==> src/rtl/sfp_link_sequencer.sv <==
// SFP+ bring-up and recovery sequencer: debounces module presence and LOS, runs the
// TX_FAULT recovery pulse loop, and holds the PHY in reset until the PLLs lock.
module sfp_link_sequencer #(
  parameter int p_DEBOUNCE_CYCLES         = 100000,
  parameter int p_TX_INIT_CYCLES          = 30000000,
  parameter int p_TX_DISABLE_PULSE_CYCLES = 1000,
  parameter int p_PHY_RESET_CYCLES        = 16,
  parameter int p_LOCK_TIMEOUT_CYCLES     = 100000000,
  parameter int p_MAX_FAULT_RETRIES       = 3
) (
  input  logic                                     i_clock,
  input  logic                                     i_reset,
  input  logic                                     i_enable,
  input  logic                                     i_sfp_mod0_prsnt_n,
  input  logic                                     i_sfp_los,
  input  logic                                     i_sfp_tx_fault,
  input  logic                                     i_xcvr_pll_locked,
  input  logic                                     i_xgmii_pll_locked,
  input  logic                                     i_xcvr_tx_ready,
  input  logic                                     i_xcvr_rx_ready,
  input  logic                                     i_rx_block_lock,
  output logic                                     o_sfp_tx_disable,
  output logic                                     o_phy_reset,
  output logic                                     o_link_up,
  output logic                                     o_fault_halt,
  output logic [3:0]                               o_state,
  output logic [$clog2(p_MAX_FAULT_RETRIES+1)-1:0] o_fault_count
);

  localparam int c_CNT_W   = $clog2(p_MAX_FAULT_RETRIES + 1);
  localparam int c_MAX_A   = (p_DEBOUNCE_CYCLES > p_TX_INIT_CYCLES) ? p_DEBOUNCE_CYCLES : p_TX_INIT_CYCLES;
  localparam int c_MAX_B   = (p_TX_DISABLE_PULSE_CYCLES > p_PHY_RESET_CYCLES) ?
                             p_TX_DISABLE_PULSE_CYCLES : p_PHY_RESET_CYCLES;
  localparam int c_MAX_C   = (c_MAX_A > c_MAX_B) ? c_MAX_A : c_MAX_B;
  localparam int c_TIMER_MAX = (c_MAX_C > p_LOCK_TIMEOUT_CYCLES) ? c_MAX_C : p_LOCK_TIMEOUT_CYCLES;
  localparam int c_TIMER_W = $clog2(c_TIMER_MAX + 1);

  localparam logic [c_CNT_W-1:0] c_MAX_CNT = c_CNT_W'(p_MAX_FAULT_RETRIES);

  typedef logic [c_TIMER_W-1:0] timer_t;

  typedef enum logic [3:0] {
    S_IDLE        = 4'd0,
    S_ABSENT      = 4'd1,
    S_TX_INIT     = 4'd2,
    S_WAIT_SIGNAL = 4'd3,
    S_PHY_RESET   = 4'd4,
    S_WAIT_LOCK   = 4'd5,
    S_LINK_UP     = 4'd6,
    S_FAULT_PULSE = 4'd7,
    S_FAULT_HALT  = 4'd8
  } state_t;

  state_t     state, next_state;
  timer_t     timer;
  logic       timer_done;
  logic       restart;
  logic [7:0] async_in, sync_meta, sync_q;
  logic       prsnt_n_s, los_s, tx_fault_s, xcvr_pll_s, xgmii_pll_s;
  logic       tx_ready_s, rx_ready_s, block_lock_s;
  state_t     fault_target;

  // Timer is loaded with (constant - 1) so a state with constant N lasts exactly N cycles.
  function automatic timer_t load_value(input state_t s);
    case (s)
      S_ABSENT, S_WAIT_SIGNAL: return timer_t'(p_DEBOUNCE_CYCLES - 1);
      S_TX_INIT:               return timer_t'(p_TX_INIT_CYCLES - 1);
      S_PHY_RESET:             return timer_t'(p_PHY_RESET_CYCLES - 1);
      S_WAIT_LOCK:             return timer_t'(p_LOCK_TIMEOUT_CYCLES - 1);
      S_FAULT_PULSE:           return timer_t'(p_TX_DISABLE_PULSE_CYCLES - 1);
      default:                 return '0;
    endcase
  endfunction

  assign async_in = {i_sfp_mod0_prsnt_n, i_sfp_los, i_sfp_tx_fault, i_xcvr_pll_locked,
                     i_xgmii_pll_locked, i_xcvr_tx_ready, i_xcvr_rx_ready, i_rx_block_lock};

  // NOTE: synchronizer flops carry no state worth resetting; they refill from the pins in two cycles.
  always_ff @(posedge i_clock) begin
    sync_meta <= async_in;
    sync_q    <= sync_meta;
  end

  assign {prsnt_n_s, los_s, tx_fault_s, xcvr_pll_s,
          xgmii_pll_s, tx_ready_s, rx_ready_s, block_lock_s} = sync_q;

  assign timer_done = (timer == '0);
  // The (max+1)-th fault detection halts instead of issuing another pulse.
  assign fault_target = (o_fault_count == c_MAX_CNT) ? S_FAULT_HALT : S_FAULT_PULSE;

  // NOTE: every variable written here gets a default first, so no path can infer a latch.
  always_comb begin
    next_state = state;
    restart    = 1'b0;
    if (!i_enable) begin
      next_state = S_IDLE;
    end else if (prsnt_n_s && state != S_IDLE && state != S_ABSENT) begin
      next_state = S_ABSENT;
    end else if (tx_fault_s && state inside {S_WAIT_SIGNAL, S_PHY_RESET, S_WAIT_LOCK, S_LINK_UP}) begin
      next_state = fault_target;
    end else begin
      case (state)
        S_IDLE: next_state = S_ABSENT;
        S_ABSENT: begin
          if (prsnt_n_s)       restart    = 1'b1;
          else if (timer_done) next_state = S_TX_INIT;
        end
        S_TX_INIT: begin
          if (timer_done) next_state = tx_fault_s ? fault_target : S_WAIT_SIGNAL;
        end
        S_WAIT_SIGNAL: begin
          if (los_s)           restart    = 1'b1;
          else if (timer_done) next_state = S_PHY_RESET;
        end
        S_PHY_RESET: begin
          if (timer_done && xcvr_pll_s && xgmii_pll_s) next_state = S_WAIT_LOCK;
        end
        S_WAIT_LOCK: begin
          if (tx_ready_s && rx_ready_s && block_lock_s) next_state = S_LINK_UP;
          else if (timer_done)                          next_state = S_PHY_RESET;
          else if (los_s)                               next_state = S_WAIT_SIGNAL;
        end
        S_LINK_UP: begin
          if (los_s) next_state = S_WAIT_SIGNAL;
          else if (!block_lock_s || !rx_ready_s || !xcvr_pll_s || !xgmii_pll_s)
            next_state = S_PHY_RESET;
        end
        S_FAULT_PULSE: begin
          if (timer_done) next_state = S_TX_INIT;
        end
        S_FAULT_HALT: next_state = S_FAULT_HALT;
        default:      next_state = S_IDLE;
      endcase
    end
  end

  // NOTE: sequential state uses non-blocking assignments so all registers update together.
  always_ff @(posedge i_clock) begin
    if (i_reset) begin
      state            <= S_IDLE;
      timer            <= '0;
      o_fault_count    <= '0;
      o_sfp_tx_disable <= 1'b1;
      o_phy_reset      <= 1'b1;
      o_link_up        <= 1'b0;
      o_fault_halt     <= 1'b0;
    end else begin
      state <= next_state;

      if (next_state != state)  timer <= load_value(next_state);
      else if (restart)         timer <= load_value(state);
      else if (!timer_done)     timer <= timer - timer_t'(1);

      if (next_state != state) begin
        if (next_state == S_FAULT_PULSE && o_fault_count != c_MAX_CNT)
          o_fault_count <= o_fault_count + c_CNT_W'(1);
        else if (next_state inside {S_IDLE, S_ABSENT, S_LINK_UP})
          o_fault_count <= '0;
      end

      // Outputs are decoded from next_state so they change on the same edge as the state.
      o_sfp_tx_disable <= next_state inside {S_IDLE, S_ABSENT, S_FAULT_PULSE, S_FAULT_HALT};
      o_phy_reset      <= !(next_state inside {S_WAIT_LOCK, S_LINK_UP});
      o_link_up        <= (next_state == S_LINK_UP);
      o_fault_halt     <= (next_state == S_FAULT_HALT);
    end
  end

  assign o_state = state;

endmodule

==> config.mk <==
export PLATFORM = sky130hd
export DESIGN_NAME = sfp_link_sequencer
export DESIGN_NICKNAME = d
export VERILOG_FILES = /design/src/rtl/sfp_link_sequencer.sv
export SDC_FILE = /design/constraint.sdc
export NUM_CORES = 1
export LEC_CHECK = 0
export CORE_ASPECT_RATIO = 1.1
export CORE_MARGIN = 4
export CORE_UTILIZATION = 30
export CTS_CLUSTER_DIAMETER = 30
export DETAILED_ROUTE_END_ITERATION = 10
export PLACE_DENSITY = 0.55
export SLEW_MARGIN = 20
export SYNTH_ARGS = -nofsm -noshare
export SYNTH_HDL_FRONTEND = slang
export SYNTH_SLANG_ARGS = --single-unit
==> constraint.sdc <==
create_clock -name i_clock -period 5.41 [get_ports i_clock]
set_clock_uncertainty 0.2 [all_clocks]
set_input_delay 1.3525 -clock i_clock [delete_from_list [all_inputs] [get_ports i_clock]]
set_output_delay 1.3525 -clock i_clock [all_outputs]
set_load 0.05 [all_outputs]
* Word level (Yosys, flattened, before mapping)
Cells that the tools add are included.
** Storage, ports and cells
- Register bits after elaboration :: 53
- Input port bits :: 11
** Operators by class
- Add/subtract/negate cells :: 2
- Equal/unequal tests :: 21
- Mux-type cells :: 30
- Reduce and logical (&&, ||, !) cells :: 28
** Operator list (number)
- $pmux W27 S5 :: 2
- $mux W27 :: 3
- $mux W4 :: 16
- $pmux W4 S9 :: 1
- $eq A4 B3 Y1 const B :: 8
- $logic_not A27 Y1 :: 1
- $sub A27 B1 Y27 const B :: 1
- $eq A4 B2 Y1 const B :: 4
- $reduce_bool A4 Y1 :: 3
- $eq A4 B1 Y1 const B :: 2
- $eq A4 B4 Y1 const B :: 2
- $logic_and A1 B1 Y1 :: 8
- $logic_not A4 Y1 :: 2
- $logic_not A1 Y1 :: 5
- $mux W1 :: 5
- $mux W2 :: 2
- $ne A4 B1 Y1 const B :: 1
- $ne A4 B4 Y1 :: 1
- $reduce_bool A2 Y1 :: 2
- $reduce_or A2 Y1 :: 2
- $logic_or A1 B1 Y1 :: 3
- $ne A3 B1 Y1 const B :: 1
- $reduce_bool A3 Y1 :: 1
- $add A2 B1 Y2 const B :: 1
- other kinds (4) :: 4

* Depth between registers and ports, before layout
- Word-level depth :: 14
- Depth in mapped cells :: 14
- Gate-level depth less buffers :: 11

* Least setup slack after synthesis
Ideal clock, no wire load.
- Path kind :: flip-flop to flip-flop
- From :: register timer[11]
- To :: register timer[18]
- Setup time :: 0.071 ns
- Arrival :: 3.520 ns
- Required time :: 5.139 ns
- Slack :: 1.619 ns
- Cell stages (with the launch flop) :: 12
- Path buffers :: 3
- Period minus slack after synthesis :: 3.791 ns
- Path through :: dfxtp_1 -> or4_4 -> or4_1 -> clkbuf_2 -> or3_1 -> buf_6 -> o31ai_4 -> o221ai_1 -> or4b_4 -> or3_1 -> buf_6 -> o21ai_1
** Between the ends
- Longest elaborated chain between the ends :: 12
- Elaborated cells on any way between the ends :: 29
- Those cells by class :: add/sub (1); eq/ne (8); mux (16); reduce/logical (4)
** RTL lines
- from (decl) :: line 55 : timer_t timer;
- from (signal assigned) :: line 150 : if (next_state != state) timer <= load_value(next_state);
- from (signal assigned) :: line 151 : else if (restart) timer <= load_value(state);
- from (signal assigned) :: line 152 : else if (!timer_done) timer <= timer - timer_t'(1);
- $logic_not A27 Y1 :: line 87 : assign timer_done = (timer == '0);
- $logic_and A1 B1 Y1 (2 in a row) :: line 116 : if (timer_done && xcvr_pll_s && xgmii_pll_s) next_state = S_WAIT_LOCK;
- $mux W4 :: line 116
- $pmux W4 S9 :: line 102 : case (state)
- $mux W4 :: line 99 : end else if (tx_fault_s && state inside {S_WAIT_SIGNAL, S_PHY_RESET, S_WAIT_LOCK, S_LINK_UP}) begin
- $mux W4 :: line 97 : end else if (prsnt_n_s && state != S_IDLE && state != S_ABSENT) begin
- $mux W4 :: line 95 : if (!i_enable) begin
- $eq A4 B1 Y1 or $eq A4 B2 Y1 (tied branches) :: line 65 : case (s)
- $reduce_or A2 Y1 :: line 65
- $pmux W27 S5 :: line 65
- $mux W27 :: line 150
Parallel ways exist; a longest one is shown, timed or not. The select of a mux whose other input is x is not followed.
A chain may end at the register's enable or synchronous reset.

* Final worst setup path
- From :: register timer[11]
- To :: register timer[21]
The elaborated chain is that of the path after synthesis.

==> qor.yml <==
cts_hold_buf: 0
dominantRegCellSynth: "sky130_fd_sc_hd__dfxtp_1"
drt_wl_cell_um: 13.5
grt_pass1_wl_um: 10200
edff_count_synth: 0
fp.coreArea_um2: 8870
route.top_layer_used: "met4"
post_dp_cell_area_um2: 3000
hold-worst-slack_ns: 0.132
io_buffer_count: 20
die-height_um: 108
gp_congestion: 0.789
synthDistinctLibCells: 57
cts_htree_levels: 2
hold_viol_final: 0
clockRootBuffer: "sky130_fd_sc_hd__clkbuf_8"
asyncSetResetFlopFracSynth_pct: 0
cp.arrival_ns: 4.58
post-route-util_pct: 34.8
netlist_instances: 323
final_max_slew_viol_count: 0
yosysWarnings: 0
post-route-cell-area_um2: 3080
timing.reg2reg.setup_slack_ns: 0.88
unrepaired_setup_endpoints_after_global_routing: "false"
detail_route.vias_per_cell: 5.23
yosys.area.top_type: "sky130_fd_sc_hd__dfxtp_1"
die_w_um: 99.1
antenna_cells: 0
post-cts-setup-buffer-count: 0
finalCriticalPeriod_ns: 4.53
syn_to_final_growth_pct: 12.6
grt_pass1_vias: 2147
hold_path_class: "reg -> reg"
required_ns: 5.45
grt_antenna_before_repair: 0
grt_start_max_net_pins: 29
net_total_in_the_final_layout: 345
drt-initial-drc-count: 103
worstSkewPairLatency_ns: 0.32
clk_path_buf_depth: 2
area_of_the_mapped_netlist_um2: 2740
initial_core_util_pct: 30.9
first_pass_detailed_route_iteration_total: 4
max_slew_margin_pct: 35.6
routed_met1_length_um: 2850
dpl.hpwl_um: 4300
critPathKind: "reg -> reg"
timing.fmax_mhz: 221
status: "finished, final reports clean"
tritoncts_clock_tree: "done"
routed-via-count: 2339
cts_sinks: 53
leakage_nw: 1.10
synth_largest_type_area_fraction_pct: 38.7
post_synth.cell_area_avg_um2: 8.48
clkTransAtPathRegs_ns: 0.10
globalRouteTotalUtil_pct: 11.7
number_of_filler_cells_placed_in_the_layout: 921
power_per_cell_area_nw_per_um2: 275
largest_vdd_supply_drop_mv: 0.106
drc_errors: 0
drt.antenna.violating_nets: 0
totalNegativeSetupSlack_ns: 0
final_cell_count_no_fill: 447
setup-violations-final: 0
layout-drive-gt1-share_pct: 7.51
boundaryPins: 21
floorplan.rows: 36
gr-total-overflow: 0
wl_um: 6020
tritoncts.num_buffers: 5
ys_top_cells_by_area: "sky130_fd_sc_hd__dfxtp_1 39%, sky130_fd_sc_hd__xnor2_1 4.2%, sky130_fd_sc_hd__nand2_1 4.1%"
worst_pin_slew_ns: 0.963
startpoint_kind_of_the_worst_setup_timing_path: "register"
layout_worst_path_cycle_share_pct: 83.8
ctsResizeCount: 0
synth_nets: 336
synth-seq-cells: 53
endpoint_kind: "register"
detailed_routed_wire_length_on_met2_um: 2840
dieArea_um2: 10700
dp.cells: 439
dr_wl_met3_um: 228
path_max_fanout: 23
max_cap_violations: 0
synth_seq_area_share_pct: 38.7
-- flip-flops by register name, summed over array words and instances, names as in the netlist --
name              flops
o_link_up             1
o_state               4
o_fault_count         2
o_fault_halt          1
sync_meta             8
sync_q                8
o_sfp_tx_disable      1
o_phy_reset           1
timer                27
-- cells by family (layout without fill, tap and decap cells) --
kind of cell / count (synthesis) / count (layout) / synth area share [%]
simple gates: 143 / 143 / 28.4
compound gates: 69 / 69 / 17.6
xor+xnor: 24 / 24 / 7.67
mux: 5 / 5 / 1.83
flops: 53 / 53 / 38.7
fa+ha+maj: 3 / 3 / 1.28
buf+inv: 26 / 36 / 4.48
-- stage by stage --
| stage | total power, mW | worst slack, ns |
|---|---|---|
| floorplan | 0.594 | 1.62 |
| global placement | 0.632 | 1.03 |
| detailed placement | 0.632 | 0.916 |
| CTS | 0.858 | 0.877 |
| global route | 0.901 | 0.592 |
| finish | 0.850 | 0.876 |
-- worst paths after layout --
path                     start  depth (start not counted)         to
setup / recovery     timer[11]                          9  timer[21]
setup reg to reg     timer[11]                          9  timer[21]
hold / removal    sync_meta[6]                          0  sync_q[6]
hold reg to reg   sync_meta[6]                          0  sync_q[6]
-- report_power, final --
group          switching [mW]  internal [mW]
Sequential             0.0237          0.415
Clock                   0.134         0.0914
Combinational           0.104         0.0815
-- routing by layer --
layer  vias to the layer above  GRT usage (%)
met1                      1101           15.0
met4                         0           3.90
met2                        43           19.4
met3                         9           2.77
li1                       1186              -
met5                         -              0
-- final cells by class --
| class | count | area, um^2 | share of cell area, % |
|---|---|---|---|
| multi-input cells | 244 | 1560 | 50.4 |
| inverters | 6 | 22.5 | 0.730 |
| well taps | 114 | 143 | 4.62 |
| clock inverters | 2 | 15.0 | 0.487 |
| repair buffers | 22 | 215 | 6.98 |
| clock buffers | 6 | 72.6 | 2.35 |
| flip-flops and latches | 53 | 1060 | 34.4 |
-- placed cells by master (no fill, tap or decap), types with 4 or more instances in the layout --
| cell type | netlist | routed |
|---|---|---|
| sky130_fd_sc_hd__xnor2_1 | 13 | 13 |
| sky130_fd_sc_hd__nand2b_1 | 10 | 10 |
| sky130_fd_sc_hd__nand2_1 | 30 | 30 |
| sky130_fd_sc_hd__clkbuf_8 | 0 | 5 |
| sky130_fd_sc_hd__o21ai_0 | 10 | 10 |
| sky130_fd_sc_hd__inv_1 | 6 | 6 |
| sky130_fd_sc_hd__a21oi_1 | 13 | 13 |
| sky130_fd_sc_hd__mux2i_1 | 5 | 5 |
| sky130_fd_sc_hd__dfxtp_1 | 53 | 53 |
| sky130_fd_sc_hd__o21ai_1 | 9 | 9 |
| sky130_fd_sc_hd__nor2_1 | 28 | 28 |
| sky130_fd_sc_hd__nor3_1 | 18 | 18 |
| sky130_fd_sc_hd__or4_1 | 8 | 8 |
| sky130_fd_sc_hd__a211oi_1 | 4 | 4 |
| sky130_fd_sc_hd__or3_1 | 10 | 10 |
| sky130_fd_sc_hd__nor4_1 | 10 | 10 |
| sky130_fd_sc_hd__or2_2 | 4 | 4 |
| sky130_fd_sc_hd__clkdlybuf4s50_1 | 0 | 20 |
| sky130_fd_sc_hd__xor2_1 | 11 | 11 |
| sky130_fd_sc_hd__nand3_1 | 7 | 7 |
| sky130_fd_sc_hd__a31oi_1 | 4 | 4 |
-- critical path: stages, from the launching register on --
cell,delay (ns)
sky130_fd_sc_hd__dfxtp_1,0.37
sky130_fd_sc_hd__or4_4,0.58
sky130_fd_sc_hd__or4_1,0.57
sky130_fd_sc_hd__or3_1,0.63
sky130_fd_sc_hd__a211oi_2,0.26
sky130_fd_sc_hd__or2_2,0.28
sky130_fd_sc_hd__o21ai_0,0.11
sky130_fd_sc_hd__or4b_4,0.69
sky130_fd_sc_hd__or3_1,0.56
sky130_fd_sc_hd__o21ai_1,0.20
-- cells in the mapped netlist (all sizes together), types with 4 or more instances --
library cell   n
o31ai          4
or4            9
or3           10
nor4          10
buf            4
a31oi          4
nor3          19
nand2b        11
nand2         30
dfxtp         53
or2            4
nor2          28
xnor2         13
a211oi         5
xor2          11
o21ai         20
clkbuf        16
mux2i          5
a21oi         14
inv            6
nand3          7
Note: power is estimated with default switching activity, not from simulation.
